--- src/rtl/decod_varredura_if.sv ---
// Bus between the decoder/scanner and its user.
// The master drives the controls and the index. The slave (the decoder) returns
// the ready flag, the decoded word, the current index and the wrap pulse.
interface decod_varredura_if #(
  parameter int unsigned LARGURA = 4
);
  localparam int unsigned N_SAIDA = 2 ** LARGURA;

  logic               Habilita;
  logic               Modo;
  logic [LARGURA-1:0] Entrada;
  logic               Valido;
  logic               Pronto;
  logic [N_SAIDA-1:0] Saida;
  logic [LARGURA-1:0] Indice;
  logic               Volta;

  modport master (
    output Habilita, Modo, Entrada, Valido,
    input  Pronto, Saida, Indice, Volta
  );

  modport slave (
    input  Habilita, Modo, Entrada, Valido,
    output Pronto, Saida, Indice, Volta
  );
endinterface

--- src/rtl/decod_varredura.sv ---
// One-hot decoder with a direct-decode mode and an auto-scan mode.
// In direct mode, the index is taken with a valid/ready handshake.
// In auto-scan mode, the index steps every PERIODO cycles.
// Build option: DECOD_VARREDURA_ATIVO_BAIXO_EN makes Saida active-low.
module decod_varredura #(
  parameter int unsigned LARGURA = 4,
  parameter int unsigned PERIODO = 4
) (
  input  logic                 Clock,
  input  logic                 Reset,
  decod_varredura_if.slave     bus
);

  localparam int unsigned N_SAIDA = 2 ** LARGURA;
  localparam int unsigned PW      = (PERIODO > 1) ? $clog2(PERIODO) : 1;
  localparam logic [LARGURA-1:0] IDX_MAX = LARGURA'((2 ** LARGURA) - 1);

`ifdef DECOD_VARREDURA_ATIVO_BAIXO_EN
  localparam logic [N_SAIDA-1:0] INATIVO = '1;
`else
  localparam logic [N_SAIDA-1:0] INATIVO = '0;
`endif

  typedef enum logic [1:0] {OCIOSO, DIRETO, VARRE} estado_t;

  estado_t            state_q, state_d;
  logic [LARGURA-1:0] indice_q, indice_d;
  logic [PW-1:0]      presc_q, presc_d;
  logic [N_SAIDA-1:0] saida_q, saida_d;
  logic               volta_q, volta_d;
  logic               pronto_q, pronto_d;

  // State and registered outputs; reset forces the idle picture at once
  always_ff @(posedge Clock or posedge Reset) begin
    if (Reset) begin
      state_q  <= OCIOSO;
      indice_q <= '0;
      presc_q  <= '0;
      saida_q  <= INATIVO;
      volta_q  <= 1'b0;
      pronto_q <= 1'b1;
    end else begin
      state_q  <= state_d;
      indice_q <= indice_d;
      presc_q  <= presc_d;
      saida_q  <= saida_d;
      volta_q  <= volta_d;
      pronto_q <= pronto_d;
    end
  end

  // Next state; priority order is disable, then scan request, then direct transfer
  always_comb begin
    state_d  = state_q;
    indice_d = indice_q;
    presc_d  = presc_q;
    volta_d  = 1'b0;

    if (!bus.Habilita) begin
      state_d  = OCIOSO;
      indice_d = '0;
      presc_d  = '0;
    end else if (bus.Modo) begin
      if (state_q != VARRE) begin
        state_d  = VARRE;
        indice_d = '0;
        presc_d  = '0;
      end else if (presc_q == PW'(PERIODO - 1)) begin
        presc_d  = '0;
        indice_d = indice_q + LARGURA'(1);
        volta_d  = (indice_q == IDX_MAX);
      end else begin
        presc_d  = presc_q + PW'(1);
      end
    end else if (state_q == VARRE) begin
      // Leaving the scan goes through idle; any Valido in this cycle is ignored
      state_d  = OCIOSO;
      indice_d = '0;
      presc_d  = '0;
    end else if (bus.Valido && pronto_q) begin
      state_d  = DIRETO;
      indice_d = bus.Entrada;
      presc_d  = '0;
    end

    pronto_d = (state_d != VARRE);
    if (state_d == OCIOSO) begin
      saida_d = INATIVO;
    end else begin
      saida_d = INATIVO ^ (N_SAIDA'(1) << indice_d);
    end
  end

  assign bus.Pronto = pronto_q;
  assign bus.Saida  = saida_q;
  assign bus.Indice = indice_q;
  assign bus.Volta  = volta_q;

endmodule

--- src/flat_wrapper.sv ---
// flat-port wrapper written by rule: the top's interface ports become plain ports
module decod_varredura_flat 
#(
  parameter int unsigned LARGURA = 4,
  parameter int unsigned PERIODO = 4
)
  (Clock, Reset, bus_Habilita, bus_Modo, bus_Entrada, bus_Valido, bus_Pronto, bus_Saida, bus_Indice, bus_Volta);
  decod_varredura_if #(.LARGURA(LARGURA)) bus_i ();
  input  logic Clock;
  input  logic Reset;
  input wire logic [$bits(bus_i.Habilita)-1:0] bus_Habilita;
  input wire logic [$bits(bus_i.Modo)-1:0] bus_Modo;
  input wire logic [$bits(bus_i.Entrada)-1:0] bus_Entrada;
  input wire logic [$bits(bus_i.Valido)-1:0] bus_Valido;
  output wire logic [$bits(bus_i.Pronto)-1:0] bus_Pronto;
  output wire logic [$bits(bus_i.Saida)-1:0] bus_Saida;
  output wire logic [$bits(bus_i.Indice)-1:0] bus_Indice;
  output wire logic [$bits(bus_i.Volta)-1:0] bus_Volta;
  assign bus_i.Habilita = bus_Habilita;
  assign bus_i.Modo = bus_Modo;
  assign bus_i.Entrada = bus_Entrada;
  assign bus_i.Valido = bus_Valido;
  assign bus_Pronto = bus_i.Pronto;
  assign bus_Saida = bus_i.Saida;
  assign bus_Indice = bus_i.Indice;
  assign bus_Volta = bus_i.Volta;
  decod_varredura #(.LARGURA(LARGURA), .PERIODO(PERIODO)) u_core (.Clock(Clock), .Reset(Reset), .bus(bus_i));
endmodule
--- config.mk ---
export PLATFORM = sky130hd
export DESIGN_NAME = decod_varredura_flat
export DESIGN_NICKNAME = d
export VERILOG_FILES = /design/src/rtl/decod_varredura_if.sv /design/src/rtl/decod_varredura.sv /design/src/flat_wrapper.sv
export SDC_FILE = /design/constraint.sdc
export NUM_CORES = 1
export LEC_CHECK = 0
export BUFFER_PORTS_ARGS = -buffer_cell sky130_fd_sc_hd__buf_4
export CORE_MARGIN = 2
export CORE_UTILIZATION = 50
export DETAILED_ROUTE_END_ITERATION = 7
export PLACE_DENSITY = 0.76
export SYNTH_ARGS = -nofsm -noshare
export SYNTH_HDL_FRONTEND = slang
export SYNTH_SLANG_ARGS = --single-unit
--- constraint.sdc ---
create_clock -name Clock -period 2 [get_ports Clock]
set_input_delay 0.2 -clock Clock [delete_from_list [all_inputs] [get_ports Clock]]
set_output_delay 0.2 -clock Clock [all_outputs]
set_load 0.005 [all_outputs]
==> impl_metrics.env, run 1 <==
export IMPL_h_tree_depth=1
export IMPL_critPathRequiredTime_ns=2.26
export IMPL_synthCells=114
export IMPL_yosysWarnings=0
export IMPL_drt_total_wl_mm=2.86
export IMPL_ir_drop_mv=0.488
export IMPL_endpoint_kind="flip-flop"
export IMPL_setup_tns_ns=0
export IMPL_layout_drive_gt1_share=0.377
export IMPL_path_class="reg2reg"
export IMPL_rows=18
export IMPL_min_period_ns=1.89
export IMPL_first_pass_iters=4
export IMPL_synth_top_family_by_area="simple AND/OR/NAND/NOR gates"
export IMPL_fin_skew_ns=0.00931
export IMPL_avgSynthCellArea_um2=11.0
export IMPL_design_die_area_mm2=0.00293
export IMPL_regArea_um2=652
export IMPL_relSlewSlack=0.727
export IMPL_multi_input_area_um2=557
export IMPL_ios=31
export IMPL_port_buffers=30
export IMPL_synth_nets=125
export IMPL_finalSetupViolCount=0
export IMPL_post_cts_setup_buffers=0
export IMPL_async_reset_ff_frac=1.00
export IMPL_grt_pass1_wl_mm=4.63
export IMPL_arrival_ns=2.15
export IMPL_cts_inserted_buffers=3
export IMPL_dpl_cell_area_mm2=0.00150
export IMPL_antenna_found_initial=0
export IMPL_timing_hold_ws_ns=0.0805
export IMPL_tightest_slew_ns=0.410
export IMPL_post_dp_hpwl_mm=1.99
export IMPL_synth_area_mm2=0.00125
export IMPL_die_w_um=54.1
export IMPL_grt_ovfl_total=0
export IMPL_max_cap_violations=0
export IMPL_cts_clk_slew_worst_paths_ns=0.15
export IMPL_synth_flop_cell="dfrtp_1"
export IMPL_gp_congestion=0.899
export IMPL_vias=1041
export IMPL_diodes=0
export IMPL_dpl_worst_slack_ns=0.129
export IMPL_avgViaCountPerCell=5.91
export IMPL_critPathMaxFanout=9
export IMPL_drt_initial_drc_count=16
export IMPL_clkSinkCount=26
export IMPL_synth_compound_area_frac=0.182
export IMPL_p_leak_nw=0.709
export IMPL_worstSkewPairLatency_ns=0.33
export IMPL_synthSimpleGateAreaFrac=0.209
export IMPL_ys_seq_elements=26
export IMPL_wire_per_inst_um=16.2
export IMPL_area_delta_synth_final_pct=25.1
export IMPL_yosysSeqAreaShare=0.519
export IMPL_max_freq_mhz=529
export IMPL_hold_viol=0
export IMPL_root_buffer="clkbuf_4"
export IMPL_finalCritPeriodShare=0.945
export IMPL_synthMuxAreaShare=0.0160
export IMPL_nFillCells=199
export IMPL_rsz0062_at_grt="false"
export IMPL_core_area_mm2=0.00243
export IMPL_die_h_um=54.1
export IMPL_ant_nets=0
export IMPL_start_util=0.516
export IMPL_final_area_mm2=0.00157
export IMPL_fin_ws_ns=0.109
export IMPL_synth_edf_count=0
export IMPL_cts_tree="built"
export IMPL_fin_nets=158
export IMPL_hp_class="in2reg"
export IMPL_grt_max_degree=27
export IMPL_status="finished clean"
export IMPL_crit_path_start_kind="flip-flop"
export IMPL_drc=0
export IMPL_synth_xor_xnor_area_share=0.00698
export IMPL_synth_distinct_cells=38
export IMPL_grt_usage=0.222
export IMPL_p_per_area_mw_per_mm2=653
export IMPL_synth_fa_ha_area_frac=0.0199
export IMPL_grt_pass1_vias=1032
export IMPL_slew_viol_final=0
export IMPL_cts_buffer_depth=2
==> cell families after synthesis <==
logic type | count (synthesis)
and+or+nand+nor | 46
muxes | 2
adders and majority gates | 2
DFF | 26
buffers and inverters | 9
xor gates and xnor gates | 1
AOI/OAI and AO/OA | 28
==> cell usage after synthesis (2+ instances only) <==
cell type	number	area, um^2
inv_1	2	7.51
nor3_1	14	70.1
o211ai_1	2	15.0
dfrtp_1	25	626
a21oi_1	5	25.0
nand3b_1	2	15.0
o21ai_2	2	17.5
buf_2	2	10.0
a31oi_1	2	12.5
a211oi_1	5	37.5
o2111ai_1	2	17.5
nand3_1	7	35.0
mux2i_1	2	20.0
nor3_2	2	20.0
a211oi_2	2	25.0
a21bo_2	4	40.0
ha_1	2	25.0
nand2_1	3	11.3
nor2_1	9	33.8
buf_6	2	22.5
==> final timing paths <==
path | slack [ns] | depth (start not counted) | endpoint | startpoint
max | 0.11 | 4 | u_core.bus.Saida[9]$_DFF_PP0_ | u_core.state_q[0]$_DFF_PP0_
min | 0.08 | 2 | u_core.bus.Pronto$_DFF_PP1_ | bus_Habilita
max reg2reg | 0.11 | 4 | u_core.bus.Saida[9]$_DFF_PP0_ | u_core.state_q[0]$_DFF_PP0_
min reg2reg | 0.59 | 2 | u_core.presc_q[1]$_DFFE_PP0P_ | u_core.presc_q[1]$_DFFE_PP0P_
max in group asynchronous | 1.25 | 4 | u_core.bus.Pronto$_DFF_PP1_ | Reset
min in group asynchronous | 0.46 | 4 | u_core.bus.Indice[2]$_DFF_PP0_ | Reset
==> cell usage in the layout, fill, tap and decap left out, types with 3 or more instances in the layout <==
cell / instances
nor3_1: 14
nor2_1: 9
nand3_1: 7
a21oi_1: 5
a211oi_2: 3
a21bo_2: 4
nand2_1: 3
clkbuf_4: 3
dfrtp_1: 25
a211oi_1: 4
buf_4: 33
==> where the power goes <==
group | leakage, nW | total [W] | switching [W] | internal [W]
registers | 0.356 | 0.000547 | 0.0000113 | 0.000535
logic | 0.325 | 0.000111 | 0.0000643 | 0.0000465
clock network | 0.0279 | 0.000368 | 0.000165 | 0.000203
total | 0.709 | 0.00103 | 0.000241 | 0.000785
==> through the flow <==
stage / cells / total power, W / utilization
floorplan: 114 / 0.000625 / -
global placement: 171 / 0.000660 / 0.615
detailed placement: 171 / 0.000663 / 0.615
CTS: 176 / 0.00103 / 0.641
global route: 176 / 0.00107 / 0.646
finish: 176 / 0.00103 / 0.646
==> worst max-delay path, cell delays in order (launching register included) <==
cell and delay [ns]:
dfrtp_1 0.46, nand3b_2 0.34, or2_1 0.33, a2111o_1 0.50, nor3_2 0.19
==> cell type report <==
| class | count | area share |
|---|---|---|
| Multi-Input combinational cell | 79 | 0.355 |
| Sequential cell | 26 | 0.415 |
| Timing Repair Buffer | 34 | 0.164 |
| Inverter | 3 | 0.00876 |
| Tap cell | 30 | 0.0239 |
| Clock inverter | 1 | 0.0191 |
| Clock buffer | 3 | 0.0143 |
==> routing by layer <==
layer	up-vias	routed length, um	global-route usage
li1	491	-	-
met1	518	1240	0.286
met2	27	1470	0.382
met3	5	108	0.0250
met4	0	34	0.0792
met5	-	0	0
==> what timing repair did <==
item                                    4_1_cts  5_1_grt
hold buffers                                  1        0
resized for setup                             0        3
endpoints found under the hold margin        25        0
endpoints found under the setup margin        0        9
==> flip-flops by register name, indices dropped and copies added, names as in the netlist <==
name and count:
u_core.presc_q 2, u_core.bus.Pronto 1, u_core.bus.Volta 1, u_core.bus.Indice 4
u_core.bus.Saida 16, u_core.state_q 2
Power figures use the tool's default switching activity.
==> run 2, diff against run 1 <==
- clock period: 2 -> 1.8 ns (I/O delays scaled with it)
==> impl_metrics.env, run 2 (same netlist as run 1, synthesis figures left out) <==
export IMPL_status="finished clean"
export IMPL_ir_drop_mv=0.575
export IMPL_crit_path_start_kind="flip-flop"
export IMPL_finalSetupViolCount=0
export IMPL_arrival_ns=2.05
export IMPL_final_cell_mix="buf_4, dfrtp_1, nor3_1"
export IMPL_r2r_start="u_core.bus.Pronto$_DFF_PP1_"
export IMPL_ff2ff_setup_slack_ns=0.003
export IMPL_grt_pass1_vias=1082
export IMPL_hold_viol=0
export IMPL_largest_reg_flops=16
export IMPL_rsz0062_at_grt="true"
export IMPL_root_buffer="clkbuf_4"
export IMPL_reg2reg_depth=5
export IMPL_critPathRequiredTime_ns=2.06
export IMPL_ant_nets=0
export IMPL_cts_tree="built"
export IMPL_max_cap_violations=0
export IMPL_fin_ws_ns=0.00295
export IMPL_dp_cells=179
export IMPL_antenna_found_initial=0
export IMPL_layout_drive_gt1_share=0.513
export IMPL_grt_ovfl_total=0
export IMPL_swShare=0.239
export IMPL_wire_per_inst_um=18.1
export IMPL_final_util=0.727
export IMPL_finalCritPeriodShare=0.998
export IMPL_area_delta_synth_final_pct=41.0
export IMPL_post_dp_hpwl_mm=2.27
export IMPL_pwr_share_clk=0.343
export IMPL_p_per_area_mw_per_mm2=663
export IMPL_p_int_w=0.000893
export IMPL_p_leak_nw=0.784
export IMPL_grt_max_degree=19
export IMPL_gp_congestion=0.908
export IMPL_worstSkewPairLatency_ns=0.33
export IMPL_fin_skew_ns=0.00757
export IMPL_core_area_mm2=0.00243
export IMPL_tightest_slew_ns=0.421
export IMPL_avgViaCountPerCell=6.08
export IMPL_die_h_um=54.1
export IMPL_start_util=0.516
export IMPL_path_class="reg2reg"
export IMPL_dpl_worst_slack_ns=-0.0522
export IMPL_hp_class="in2reg"
export IMPL_clkSinkCount=26
export IMPL_seqPwrFrac=0.517
export IMPL_drt_total_wl_mm=3.43
export IMPL_vias=1155
export IMPL_crit_end="u_core.bus.Saida[2]$_DFF_PP0_"
export IMPL_cts_buffer_depth=2
export IMPL_first_pass_iters=4
export IMPL_r2r_end="u_core.bus.Saida[2]$_DFF_PP0_"
export IMPL_grt_pass1_wl_mm=5.11
export IMPL_final_common_cell="buf_4"
export IMPL_rows=18
export IMPL_diodes=0
export IMPL_drc=0
export IMPL_power_frac_comb=0.140
export IMPL_cts_inserted_buffers=3
export IMPL_drt_initial_drc_count=27
export IMPL_critPathLaunch="u_core.bus.Pronto$_DFF_PP1_"
export IMPL_endpoint_kind="flip-flop"
export IMPL_min_period_ns=1.80
export IMPL_relSlewSlack=0.719
export IMPL_max_freq_mhz=556
export IMPL_hold_start="bus_Habilita"
export IMPL_setup_tns_ns=0
export IMPL_cts_clk_slew_worst_paths_ns=0.14
export IMPL_design_die_area_mm2=0.00293
export IMPL_h_tree_depth=1
export IMPL_grt_usage=0.248
export IMPL_critPathMaxFanout=5
export IMPL_port_buffers=30
export IMPL_slew_viol_final=0
export IMPL_ios=31
export IMPL_fin_nets=172
export IMPL_final_cells=190
export IMPL_p_sw_w=0.000280
export IMPL_die_w_um=54.1
-- run 2: cell count changes in the layout (fill, tap and decap cells not counted), moves of 3 or more --
cell	before	now
buf_4	33	45
nor3_1	14	10
nor3_2	2	6
dfrtp_1	25	22
dfrtp_2	0	3
-- run 2: power groups by stage --
stage	registers (W)	clock network (W)	logic, W
final	0.000606	0.000402	0.000164
after global routing	0.000608	0.000425	0.000178
after CTS	0.000606	0.000405	0.000140
after detailed placement	0.000617	0	0.000134
after global placement	0.000616	0	0.000129
after floorplan	0.000614	0	0.0000811
-- run 2: worst min path at each step --
stage | endpoint | depth (start not counted)
6_report | u_core.bus.Pronto$_DFF_PP1_ | 2
2_1_floorplan | u_core.bus.Indice[0]$_DFF_PP0_ | 1
3_3_place_gp | u_core.bus.Indice[3]$_DFF_PP0_ | 2
3_5_place_dp | u_core.bus.Volta$_DFF_PP0_ | 2
5_1_grt | u_core.bus.Pronto$_DFF_PP1_ | 2
4_1_cts | u_core.bus.Pronto$_DFF_PP1_ | 2
-- run 2: per-layer routing --
metal,vias to the layer above,share of wire,GRT usage
li1,520,-,-
met1,562,0.39,0.303
met2,53,0.52,0.425
met3,20,0.052,0.0361
met4,0,0.039,0.121
met5,-,0,0
-- run 2: area by class of cell --
type | count | area [um^2]
Clock buffer | 3 | 22.5
Clock inverter | 1 | 30.0
Fill cell | 175 | 663
Inverter | 3 | 13.8
Multi-Input combinational cell | 79 | 639
Sequential cell | 26 | 656
Tap cell | 30 | 37.5
Timing Repair Buffer | 48 | 370
-- run 2: critical path, cell delays in order (launching register included) --
cell and delay, ns:
dfstp_2 0.62, buf_4 0.15, nand3_1 0.16, a211oi_2 0.31, o2111ai_1 0.25, nor3_1 0.24
-- run 2: what timing repair did --
| action | CTS | global route |
|---|---|---|
| resized for setup | 3 | 19 |
| setup endpoints to repair | 4 | 16 |
| buffers inserted | 4 | 3 |
| endpoints found under the hold margin | 7 | 0 |
| gates cloned | 0 | 0 |
| hold buffers | 1 | 0 |
| pin swaps | 2 | 10 |
-- run 2: stage by stage --
stage | area [um^2] | total power [W] | hold slack (ns)
2_1_floorplan | 1250 | 0.000695 | 0.219
3_3_place_gp | 1560 | 0.000745 | 0.154
3_5_place_dp | 1560 | 0.000750 | 0.166
4_1_cts | 1670 | 0.00115 | 0.0627
5_1_grt | 1770 | 0.00121 | 0.0735
6_report | 1770 | 0.00117 | 0.0899
==> run 3, diff against run 2 <==
- CORE_UTILIZATION: 50 -> 30
- PLACE_DENSITY: 0.76 -> 0.5
==> impl_metrics.env, run 3 (same netlist as run 1, synthesis figures left out) <==
export IMPL_path_class="reg2reg"
export IMPL_post_dp_hpwl_mm=2.41
export IMPL_area_delta_synth_final_pct=43.9
export IMPL_die_h_um=68.7
export IMPL_crit_slowest_cell="a2111o_1"
export IMPL_ios=31
export IMPL_status="finished clean"
export IMPL_cpPeakStageDelay_ns=0.49
export IMPL_swShare=0.228
export IMPL_pwr_share_clk=0.388
export IMPL_diodes=0
export IMPL_critPathMaxFanout=7
export IMPL_grt_pass1_wl_mm=5.01
export IMPL_path_delay_family="compound AO/OA/AOI/OAI gates"
export IMPL_reg2reg_depth=5
export IMPL_ant_nets=0
export IMPL_h_tree_depth=1
export IMPL_drc=0
export IMPL_min_period_ns=1.76
export IMPL_rsz0062_at_grt="true"
export IMPL_p_per_area_mw_per_mm2=695
export IMPL_endpoint_kind="flip-flop"
export IMPL_final_cell_mix="buf_4, dfrtp_1, nor3_1"
export IMPL_grt_ovfl_total=0
export IMPL_p_int_w=0.000970
export IMPL_critPathRequiredTime_ns=2.00
export IMPL_vias=1102
export IMPL_critPathLaunch="u_core.presc_q[0]$_DFFE_PP0P_"
export IMPL_first_pass_iters=4
export IMPL_setup_tns_ns=0
export IMPL_cts_inserted_buffers=3
export IMPL_final_common_cell="buf_4"
export IMPL_relSlewSlack=0.732
export IMPL_layout_drive_gt1_share=0.488
export IMPL_avgViaCountPerCell=5.10
export IMPL_core_area_mm2=0.00400
export IMPL_r2r_start="u_core.presc_q[0]$_DFFE_PP0P_"
export IMPL_post_cts_setup_buffers=0
export IMPL_grt_usage=0.147
export IMPL_grt_max_degree=27
export IMPL_clkSinkCount=26
export IMPL_crit_path_start_kind="flip-flop"
export IMPL_die_w_um=68.7
export IMPL_arrival_ns=1.97
export IMPL_root_buffer="clkbuf_8"
export IMPL_finalSetupViolCount=0
export IMPL_cts_tree="built"
export IMPL_max_cap_violations=0
export IMPL_port_buffers=30
export IMPL_r2r_end="u_core.bus.Saida[1]$_DFF_PP0_"
export IMPL_critical_path_buf_inv_count=0
export IMPL_fin_nets=178
export IMPL_drt_total_wl_mm=3.20
export IMPL_ir_drop_mv=0.340
export IMPL_largest_reg_flops=16
export IMPL_rows=23
export IMPL_design_die_area_mm2=0.00472
export IMPL_finalCritPeriodShare=0.980
export IMPL_crit_end="u_core.bus.Saida[1]$_DFF_PP0_"
export IMPL_cts_clk_slew_worst_paths_ns=0.09
export IMPL_p_leak_nw=0.818
export IMPL_wire_per_inst_um=14.8
export IMPL_hp_class="in2reg"
export IMPL_worstSkewPairLatency_ns=0.27
export IMPL_crit_cells=5
export IMPL_tightest_slew_ns=0.402
export IMPL_antenna_found_initial=0
export IMPL_max_freq_mhz=567
export IMPL_start_util=0.314
export IMPL_grt_pass1_vias=1030
export IMPL_cts_buffer_depth=2
export IMPL_slew_viol_final=0
export IMPL_power_frac_comb=0.129
export IMPL_multi_input_area_um2=598
export IMPL_fin_skew_ns=0.00125
export IMPL_hold_viol=0
export IMPL_nFillCells=376
export IMPL_regArea_um2=652
export IMPL_ff2ff_setup_slack_ns=0.04
export IMPL_p_sw_w=0.000286
export IMPL_gp_congestion=0.882
export IMPL_worstPathCellList="ha_4 -> xnor2_1 -> or2_1 -> a2111o_1 -> nor3_2"
export IMPL_drt_initial_drc_count=43
export IMPL_power_total_w=0.00126
export IMPL_seqPwrFrac=0.482
run 3: changes by cell type in the layout (fill, tap and decap cells not counted), sizes merged:
cell / before / now
buf: 47 / 53
run 3: per-layer routing:
metal	GRT usage	wire [um]
met5	0	0
met2	0.232	1550
met4	0.0675	59
met1	0.200	1410
met3	0.0195	185
run 3: how the worst min path moves through the flow:
stage / start / to / slack [ns] / cells after the start
after floorplan: Reset / u_core.bus.Indice[0]$_DFF_PP0_ / 0.22 / 1
after global placement: Reset / u_core.state_q[1]$_DFF_PP0_ / 0.26 / 3
after detailed placement: Reset / u_core.state_q[1]$_DFF_PP0_ / 0.27 / 3
after CTS: bus_Modo / u_core.bus.Pronto$_DFF_PP1_ / 0.13 / 2
after global routing: bus_Modo / u_core.bus.Pronto$_DFF_PP1_ / 0.15 / 2
final: bus_Modo / u_core.bus.Pronto$_DFF_PP1_ / 0.15 / 2
run 3: what timing repair did:
item	4_1_cts	5_1_grt
hold buffers	1	0
resized for setup	2	8
endpoints found under the setup margin	4	14
pin swaps	1	0
hold endpoints to repair	25	0
run 3: layout make-up:
class,instances,share of cell area
well taps,50,0.0347
repair buffers,54,0.226
flip-flops and latches,26,0.361
clock buffers,3,0.0229
inverters,3,0.00762
clock inverters,1,0.0166
multi-input cells,79,0.331
run 3: power groups by stage:
stage | logic, W | clock network [W] | registers [W]
5_1_grt | 0.000179 | 0.000528 | 0.000607
6_report | 0.000162 | 0.000487 | 0.000605
3_5_place_dp | 0.000153 | 0 | 0.000616
4_1_cts | 0.000155 | 0.000506 | 0.000605
3_3_place_gp | 0.000151 | 0 | 0.000616
2_1_floorplan | 0.0000811 | 0 | 0.000614
run 3: stage by stage:
step | util | setup slack (ns) | instance area, um^2 | instances | hold WS (ns)
floorplan | - | 0.0444 | 1250 | 114 | 0.219
global placement | 0.418 | 0.0395 | 1670 | 211 | 0.259
detailed placement | 0.418 | -0.0281 | 1670 | 211 | 0.266
CTS | 0.441 | 0.00601 | 1770 | 216 | 0.135
global route | 0.451 | -0.0264 | 1810 | 216 | 0.150
finish | 0.451 | 0.0358 | 1810 | 216 | 0.149
